--- src/rtl/brick_field_if.sv ---
// Brick-erase bus: the ball block reports which brick it hit.
interface brick_field_if;
  logic       erase_enable;
  logic [5:0] e_pos;

  modport master (output erase_enable, e_pos);
  modport slave  (input  erase_enable, e_pos);
endinterface

--- src/rtl/brick_field.sv ---
// Brick field: per-brick live/flash/dead state, per-pixel brick colour,
// score and clear status for a 2x5 brick wall.
module brick_field #(
  parameter logic [9:0] BLOCK_SPACING_X = 10'd40,
  parameter logic [9:0] BLOCK_WIDTH     = 10'd80,
  parameter logic [9:0] BLOCK_HEIGHT    = 10'd30,
  parameter logic [9:0] FIRST_ROW_Y     = 10'd40,
  parameter logic [9:0] SECOND_ROW_Y    = 10'd90,
  parameter logic [2:0] FLASH_FRAMES    = 3'd6,
  parameter logic [9:0] SCORE_PER_BRICK = 10'd10,
  parameter logic [7:0] ROW0_COLOR      = 8'hE0,
  parameter logic [7:0] ROW1_COLOR      = 8'h1C,
  parameter logic [7:0] FLASH_COLOR     = 8'hFF
) (
  input  logic              clk,
  input  logic              reset,
  brick_field_if.slave      erase,
  input  logic              frame_tick,
  input  logic [9:0]        pixel_x,
  input  logic [9:0]        pixel_y,
  input  logic              video_on,
  output logic              block_on,
  output logic [7:0]        rgb,
  output logic [9:0]        score,
  output logic [3:0]        bricks_left,
  output logic              all_clear
);

  localparam int unsigned NUM_BRICKS = 10;
  localparam logic [10:0] SCORE_MAX  = 11'd999;

  typedef enum logic [1:0] {ALIVE, FLASH, DEAD} brick_state_t;

  brick_state_t state_q [NUM_BRICKS];
  brick_state_t state_d [NUM_BRICKS];
  logic [2:0]   cnt_q   [NUM_BRICKS];
  logic [2:0]   cnt_d   [NUM_BRICKS];

  logic [NUM_BRICKS-1:0] in_brick;
  logic                  accept;
  logic                  hit_on;
  logic [7:0]            hit_rgb;
  logic [3:0]            alive_cnt;
  logic                  all_dead;
  logic [10:0]           score_sum;

  // Brick rectangles; corners fold to constants per brick.
  for (genvar g = 0; g < NUM_BRICKS; g++) begin : g_geom
    localparam logic [9:0] X0 =
      10'(BLOCK_SPACING_X + (BLOCK_WIDTH + BLOCK_SPACING_X) * (g % 5));
    localparam logic [9:0] Y0 = (g < 5) ? FIRST_ROW_Y : SECOND_ROW_Y;
    assign in_brick[g] = (pixel_x >= X0) && (pixel_x < X0 + BLOCK_WIDTH) &&
                         (pixel_y >= Y0) && (pixel_y < Y0 + BLOCK_HEIGHT);
  end

  // Brick state and flash counter registers.
  always_ff @(posedge clk) begin
    for (int unsigned i = 0; i < NUM_BRICKS; i++) begin
      if (reset) begin
        state_q[i] <= ALIVE;
        cnt_q[i]   <= '0;
      end else begin
        state_q[i] <= state_d[i];
        cnt_q[i]   <= cnt_d[i];
      end
    end
  end

  // Next state per brick; a load on an ALIVE brick cannot coincide with a
  // decrement because only FLASH bricks count frames.
  always_comb begin
    accept = 1'b0;
    for (int unsigned i = 0; i < NUM_BRICKS; i++) begin
      state_d[i] = state_q[i];
      cnt_d[i]   = cnt_q[i];
      case (state_q[i])
        ALIVE: begin
          if (erase.erase_enable && erase.e_pos == 6'(i)) begin
            state_d[i] = FLASH;
            cnt_d[i]   = FLASH_FRAMES;
            accept     = 1'b1;
          end
        end
        FLASH: begin
          if (frame_tick) begin
            cnt_d[i] = cnt_q[i] - 3'd1;
            if (cnt_q[i] == 3'd1) state_d[i] = DEAD;
          end
        end
        DEAD:    ;
        default: state_d[i] = ALIVE;
      endcase
    end
  end

  // Pixel colour and status derived from the current brick states.
  always_comb begin
    hit_on    = 1'b0;
    hit_rgb   = '0;
    alive_cnt = '0;
    all_dead  = 1'b1;
    for (int unsigned i = 0; i < NUM_BRICKS; i++) begin
      if (state_q[i] == ALIVE) alive_cnt = alive_cnt + 4'd1;
      if (state_q[i] != DEAD)  all_dead  = 1'b0;
      if (in_brick[i]) begin
        if (state_q[i] == ALIVE) begin
          hit_on  = 1'b1;
          hit_rgb = (i < 5) ? ROW0_COLOR : ROW1_COLOR;
        end else if (state_q[i] == FLASH && !cnt_q[i][0]) begin
          hit_on  = 1'b1;
          hit_rgb = FLASH_COLOR;
        end
      end
    end
    score_sum = {1'b0, score} + {1'b0, SCORE_PER_BRICK};
  end

  // Registered pixel output stage.
  always_ff @(posedge clk) begin
    if (reset) begin
      block_on <= 1'b0;
      rgb      <= '0;
    end else begin
      block_on <= video_on && hit_on;
      rgb      <= (video_on && hit_on) ? hit_rgb : '0;
    end
  end

  // Score accumulation with saturation, and registered status.
  always_ff @(posedge clk) begin
    if (reset) begin
      score       <= '0;
      bricks_left <= 4'd10;
      all_clear   <= 1'b0;
    end else begin
      if (accept)
        score <= (score_sum > SCORE_MAX) ? SCORE_MAX[9:0] : score_sum[9:0];
      bricks_left <= alive_cnt;
      all_clear   <= all_dead;
    end
  end

endmodule

--- src/flat_wrapper.sv ---
// flat-port wrapper written by rule: the top's interface ports become plain ports
module brick_field_flat 
#(
  parameter logic [9:0] BLOCK_SPACING_X = 10'd40,
  parameter logic [9:0] BLOCK_WIDTH     = 10'd80,
  parameter logic [9:0] BLOCK_HEIGHT    = 10'd30,
  parameter logic [9:0] FIRST_ROW_Y     = 10'd40,
  parameter logic [9:0] SECOND_ROW_Y    = 10'd90,
  parameter logic [2:0] FLASH_FRAMES    = 3'd6,
  parameter logic [9:0] SCORE_PER_BRICK = 10'd10,
  parameter logic [7:0] ROW0_COLOR      = 8'hE0,
  parameter logic [7:0] ROW1_COLOR      = 8'h1C,
  parameter logic [7:0] FLASH_COLOR     = 8'hFF
)
  (clk, reset, frame_tick, pixel_x, pixel_y, video_on, block_on, rgb, score, bricks_left, all_clear, erase_erase_enable, erase_e_pos);
  brick_field_if erase_i ();
  input  logic clk;
  input  logic reset;
  input  logic frame_tick;
  input  logic [9:0] pixel_x;
  input  logic [9:0] pixel_y;
  input  logic video_on;
  output logic block_on;
  output logic [7:0] rgb;
  output logic [9:0] score;
  output logic [3:0] bricks_left;
  output logic all_clear;
  input wire logic [$bits(erase_i.erase_enable)-1:0] erase_erase_enable;
  input wire logic [$bits(erase_i.e_pos)-1:0] erase_e_pos;
  assign erase_i.erase_enable = erase_erase_enable;
  assign erase_i.e_pos = erase_e_pos;
  brick_field #(.BLOCK_SPACING_X(BLOCK_SPACING_X), .BLOCK_WIDTH(BLOCK_WIDTH), .BLOCK_HEIGHT(BLOCK_HEIGHT), .FIRST_ROW_Y(FIRST_ROW_Y), .SECOND_ROW_Y(SECOND_ROW_Y), .FLASH_FRAMES(FLASH_FRAMES), .SCORE_PER_BRICK(SCORE_PER_BRICK), .ROW0_COLOR(ROW0_COLOR), .ROW1_COLOR(ROW1_COLOR), .FLASH_COLOR(FLASH_COLOR)) u_core (.clk(clk), .reset(reset), .erase(erase_i), .frame_tick(frame_tick), .pixel_x(pixel_x), .pixel_y(pixel_y), .video_on(video_on), .block_on(block_on), .rgb(rgb), .score(score), .bricks_left(bricks_left), .all_clear(all_clear));
endmodule
--- config.mk ---
export PLATFORM = sky130hd
export DESIGN_NAME = brick_field_flat
export DESIGN_NICKNAME = d
export VERILOG_FILES = /design/src/rtl/brick_field_if.sv /design/src/rtl/brick_field.sv /design/src/flat_wrapper.sv
export SDC_FILE = /design/constraint.sdc
export NUM_CORES = 1
export LEC_CHECK = 0
export BUFFER_PORTS_ARGS = -buffer_cell sky130_fd_sc_hd__buf_2
export CAP_MARGIN = 20
export CORE_ASPECT_RATIO = 1.4
export CORE_MARGIN = 5
export CORE_UTILIZATION = 53
export DETAILED_ROUTE_END_ITERATION = 8
export PLACE_DENSITY = 0.77
export SLEW_MARGIN = 20
export SYNTH_ARGS = -nofsm -noshare
export SYNTH_HDL_FRONTEND = slang
export SYNTH_SLANG_ARGS = --single-unit
--- constraint.sdc ---
create_clock -name clk -period 4.8 [get_ports clk]
set_input_delay 0.72 -clock clk [delete_from_list [all_inputs] [get_ports clk]]
set_output_delay 0.72 -clock clk [all_outputs]
set_load 0.02 [all_outputs]
### Yosys cells after proc, flatten, opt, wreduce, memory -nomap -nowiden

Memories as Yosys holds them, arrays and structs flattened.
Cells that the tools add are included.

* bits in registers: 24
* memory bits (writable): 50
* input bits: 31
* output and inout bits: 24
* logic and storage cells: 366
* memories kept: 2

* add/sub/neg operators: 20
* magnitude comparators: 15
* eq/ne operators: 49
* mux-type cells: 185
* bitwise logic cells: 21
* reductions and logical operators: 69

Memory list
* u_core.cnt_q: words 10, width 3, rd ports 10, clocked after Yosys merged registers in 0, write ports 10, RTL line brick_field.sv:36 `logic [2:0] cnt_q [NUM_BRICKS];`
* u_core.state_q: words 10, width 2, rd ports 10, clocked after Yosys merged registers in 0, write ports 10, RTL line brick_field.sv:34 `brick_state_t state_q [NUM_BRICKS];`

Operator list (number)
* two-way mux 8 bit: 30
* two-way mux 3 bit: 30
* two-way mux 2 bit: 40
* case mux 2 bit (3 select lines): 10
* case mux 3 bit (2 select lines): 10
* two-way mux 1 bit: 55
* logical AND 1 bit: 46
* two-way mux 4 bit: 9
* adder 4 x 1 -> 4 bit, second input constant: 8
* == test 3 x 1 -> 1 bit, second input constant: 10
* less-than comparator 10 x 7 -> 1 bit, second input constant: 3
* subtractor 3 x 1 -> 3 bit, second input constant: 10
* == test 6 x 3 -> 1 bit, second input constant: 4
* == test 2 x 1 -> 1 bit, second input constant: 10
* == test 2 bit, second input constant: 10
* greater-or-equal comparator 10 x 6 -> 1 bit, second input constant: 2
* greater-or-equal comparator 10 x 9 -> 1 bit, second input constant: 2
* zero test 2 bit: 10
* less-than comparator 10 x 9 -> 1 bit, second input constant: 2
* inequality test 2 bit, second input constant: 10
* bitwise OR 1 bit: 20
* == test 6 x 2 -> 1 bit, second input constant: 2
* == test 6 x 4 -> 1 bit, second input constant: 2
* adder 10 x 4 -> 11 bit, second input constant: 1
* 14 further kinds: 23

### Longest topological paths before layout

An unclocked memory read counts as a cell.

* word-level depth: 36
* depth in mapped cells: 28
* mapped depth without buffers: 28

### Worst setup path before layout

No wires, ideal clock.

* path kind: reg2reg
* from: mem u_core.state_q[0][2] (netlist name)
* to: reg u_core.bricks_left[1]
* setup time: 120 ps
* data arrival time: 5093 ps
* required time: 4680 ps
* slack: -413 ps
* cell stages (with the launch flop): 27
* path buffers: 0
* period minus slack after synthesis: 5213 ps
* cell sequence: dfxtp_1 nor2_1 inv_1 ha_1 or3_1 nand2_1 ha_1 a21oi_1 inv_1 ha_1 nor3b_1 o21bai_1 ha_1 nor3_1 a21oi_1 ha_1 and2_1 nor2_1 inv_1 ha_1 or3_1 o31a_1 ha_1 mux2_2 ha_1 nor3_1 o21bai_1

RTL lines
* from (decl): RTL line brick_field.sv:34
* to (signal assigned): RTL line brick_field.sv:138 `bricks_left <= alive_cnt;`
* to (decl): RTL line brick_field.sv:25 `output logic [3:0] bricks_left,`

==> summary.txt <==
Floorplan
  • Die Outline Area: 0.01030 mm^2
  • Die Width: 87.20 um
  • Die H: 118.1 um
  • Number of primary I/O pins: 55
  • Starting density of the core: 54.26%
  • Core Region: 0.008149 mm^2
  • Row cnt: 39

Clocking
  • Clock Path Buffers: 2
  • Maximum level of the CTS H-tree: 3
  • Total number of clock tree sinks: 69
  • Buffer type at the clock tree root: sky130_fd_sc_hd__clkbuf_16
  • Clock tree from TritonCTS: built
  • Reg clk slew, reported paths: 60 ps
  • Count of hold buffers inserted by post-cts repair: 0
  • Insertion delay of the later-clocked pin in the worst-skew pair: 340 ps
  • Number of buffers inserted during clock tree synthesis: 9

Routing
  • Total detailed-routing wirelength: 12.11 mm
  • Number of DRC violations after detailed routing: 0
  • Router iterations before antenna repair: 5
  • Vias per std cell: 5.916
  • WL per Instance: 16.10 um
  • Post-route antenna net violation count: 0
  • Drt first-iter violations: 313
  • Routed vias: 4449

Layout
  • Most frequent cells in the layout: sky130_fd_sc_hd__dfxtp_1 (66), sky130_fd_sc_hd__nor2_1 (59), sky130_fd_sc_hd__buf_4 (56)
  • Proportion of layout cells with a drive suffix above 1: 24.46%
  • Most common cell after layout, fill and taps aside: sky130_fd_sc_hd__dfxtp_1
  • Design area: 0.005553 mm^2
  • Layout-stage area growth over the synthesis result: 25.58%
  • Filler cell count in the final layout: 633
  • Final Net Count: 707
  • Number of inserted diodes: 0

Outcome
  • Run status: finished, violations left
  • Violated checks: setup timing

Timing
  • Final count of pins violating max slew: 0
  • Unrepaired setup endpoints after global routing: yes
  • Worst hold slack after final layout: 503.4 ps
  • Post-layout worst setup margin: -229.6 ps
  • Time the final worst path needs with I/O delays and setup: 5030 ps
  • Setup Viol. Count Final: 3
  • Final period utilization: 104.8%
  • Headroom to the max-slew limit: 52.30%
  • Actual transition at the worst max-transition pin: 715.5 ps
  • FMAX: 0.1988 GHz
  • Final Hold Violating Endpoints: 0
  • Worst clock skew: 7.156 ps

Placed design
  • Instance area at placement: 0.004959 mm^2
  • Gpl congestion: 0.9258
  • Worst Setup Slack post-DPL: -264.3 ps
  • Detail Placement HPWL: 8.332 mm
  • IO Port Bufs: 50

Power and ir drop
  • Leakage power summed over all cells: 2.309 nW
  • Sequential Power Share: 40.0%
  • Switching fraction of total power: 25.02%
  • Clk pwr share: 44.8%
  • Internal power: 0.001110 W
  • Net switching power of the design: 0.0003706 W
  • Worst IR Drop VDD: 271.9 uV
  • Cell area power density: 266.7 mW/mm^2
  • Relative contribution of combinational cells to total power: 15.2%

Yosys
  • Number of instances in the synthesized netlist: 551
  • Total of warnings raised by yosys: 0
  • Cell area after synthesis: 0.004422 mm^2
  • Post-synthesis register bit count: 69
  • Sequential fraction of the synthesis area: 31.24%
  • Synthesized Nets: 613
  • Syn_area_per_cell: 8.025 um^2
  • Asr flop ratio synth: 0%
  • Distinct cell type count after synthesis: 66
  • Most frequently used flop master after synthesis: sky130_fd_sc_hd__dfxtp_1
  • Count of flip-flops with a built-in enable after synthesis: 0

Worst hold path
  • Type of the worst min-delay path: reg2reg
  • Hold Crit Depth: 2
  • Min-delay src: u_core.cnt_q[1][0]

Global routing
  • Global Route met2 Usage: 41.44%
  • Antenna violations before repair: 0
  • Layer with the highest usage after global routing: met2
  • GRT met1 Usage: 26.42%
  • Total global routing track utilization: 24.51%
  • Global-route wire length before repair: 20.16 mm
  • Via count of the first global-routing pass: 4373
  • Grt met3 use: 6.583%
  • Total congestion overflow: 0
  • Maximum number of pins on one net before global-route repair: 39

Setup path
  • Kind of launch point of the worst setup path: register
  • WP depth: 28
  • Endpoint class of the critical path: register
  • Kind of cell adding the most delay to the critical path: simple AND/OR/NAND/NOR gates
  • Top fanout value on the critical path: 2
  • Length in cells of the worst reg-to-reg path: 28
  • Critical path required time: 5070 ps
  • Slowest stage cell on the critical path: sky130_fd_sc_hd__or3_4
  • Worst setup path start: u_core.state_q[0][2]
  • Crit path DAT: 5300 ps
  • Worst flop-to-flop path startpoint: u_core.state_q[0][2]
  • Crit path buf inv count: 4
  • Crit path kind: reg2reg
  • Worst path max stage delay: 390 ps
  • Most common cell type on the critical path: sky130_fd_sc_hd__ha_1

Run
  • Max-capacitance violation count: 0
==> area by class of cell <==
class / instances / area (um^2) / area share (%)
well taps: 102 / 127.6 / 2.298
clock buffers: 12 / 246.5 / 4.439
flip-flops and latches: 69 / 1385 / 24.94
multi-input cells: 426 / 2952 / 53.15
inverters: 33 / 123.9 / 2.231
clock inverters: 4 / 47.55 / 0.8562
repair buffers: 106 / 670.6 / 12.08
==> Yosys cell counts, types with 5 or more instances <==
| cell type | number | area share (%) |
|---|---|---|
| sky130_fd_sc_hd__dfxtp_1 | 69 | 31 |
| sky130_fd_sc_hd__nor2_1 | 62 | 5.3 |
| sky130_fd_sc_hd__a21oi_1 | 55 | 6.2 |
| sky130_fd_sc_hd__nand2_1 | 54 | 4.6 |
| sky130_fd_sc_hd__ha_1 | 31 | 8.8 |
| sky130_fd_sc_hd__inv_1 | 31 | 2.6 |
| sky130_fd_sc_hd__nand3_1 | 17 | 1.9 |
| sky130_fd_sc_hd__nor3b_1 | 17 | 2.9 |
| sky130_fd_sc_hd__nor3_1 | 15 | 1.7 |
| sky130_fd_sc_hd__xor2_1 | 14 | 2.8 |
| sky130_fd_sc_hd__clkbuf_1 | 13 | 1.1 |
| sky130_fd_sc_hd__nor2b_1 | 13 | 1.8 |
| sky130_fd_sc_hd__o21ai_0 | 13 | 1.5 |
| sky130_fd_sc_hd__nand3b_1 | 11 | 1.9 |
| sky130_fd_sc_hd__and2_1 | 10 | 1.4 |
| sky130_fd_sc_hd__nand4_1 | 10 | 1.4 |
| sky130_fd_sc_hd__xnor2_1 | 10 | 2.0 |
| sky130_fd_sc_hd__a221oi_1 | 8 | 1.6 |
| sky130_fd_sc_hd__nand2b_1 | 7 | 0.99 |
| sky130_fd_sc_hd__mux2i_1 | 6 | 1.4 |
| sky130_fd_sc_hd__a311oi_1 | 5 | 0.99 |
| sky130_fd_sc_hd__buf_4 | 5 | 0.85 |
| sky130_fd_sc_hd__o211ai_1 | 5 | 0.85 |
| sky130_fd_sc_hd__xnor3_1 | 5 | 2.5 |
==> metal layers <==
| layer | share of wire [%] | vias up |
|---|---|---|
| met5 | 0 | - |
| met4 | 5.6 | 0 |
| met3 | 6.8 | 65 |
| met2 | 50 | 178 |
| met1 | 37 | 2072 |
| li1 | - | 2134 |
==> worst paths after layout <==
check,endpoint,slack (ps)
max,u_core.bricks_left[3],-230
min,u_core.cnt_q[1][0],500
max reg2reg,u_core.bricks_left[3],-230
min reg2reg,u_core.cnt_q[1][0],500
==> repair_timing <==
item,4_1_cts,5_1_grt
resized for setup,6,9
endpoints found under the setup margin,3,6
gates cloned,0,0
setup buffers,32,6
pin swaps,5,6
==> power by group through the flow <==
stage,Sequential [W],Combinational [W],Clock (W)
floorplan,0.000614,0.000128,0
global placement,0.000604,0.000192,0
detailed placement,0.000605,0.000200,0
CTS,0.000592,0.000205,0.000667
global route,0.000594,0.000247,0.000697
finish,0.000592,0.000226,0.000663
==> per-stage QoR <==
stage               util, %  instances  power [W]  setup TNS (ps)
floorplan                 -        551  0.0007425          -312.0
global placement      60.85        704  0.0007958          -364.4
detailed placement    60.85        704  0.0008042          -701.1
CTS                   67.70        752   0.001465          -519.9
global route          68.14        752   0.001538           -1225
finish                68.14        752   0.001481          -625.7
==> logic make-up after synthesis <==
group           after synthesis  synth area share, %
compound gates              120                17.37
xor+xnor                     30                7.668
fa+ha+maj                    31                8.772
flops                        69                31.24
simple gates                238                27.84
mux                           7                1.613
buf+inv                      56                5.490
==> worst register-to-register path: cells and delay by family, from the launching register on <==
kind | cells | cell delay, ps
AO/OA/AOI/OAI | 5 | 590
AND/OR/NAND/NOR | 10 | 1690
adder cells (fa/ha/maj) | 7 | 1680
XOR/XNOR | 1 | 240
flip-flops | 1 | 330
buffers and inverters | 4 | 310
multiplexers | 1 | 130
==> sequential cells by signal, summed over array words and instances (netlist names) <==
| name | cells |
|---|---|
| u_core.bricks_left | 4 |
| u_core.all_clear | 1 |
| u_core.cnt_q | 30 |
| u_core.block_on | 1 |
| u_core.state_q | 20 |
| u_core.score | 10 |
| u_core.rgb | 3 |
Note: power is estimated with default switching activity, not from simulation.
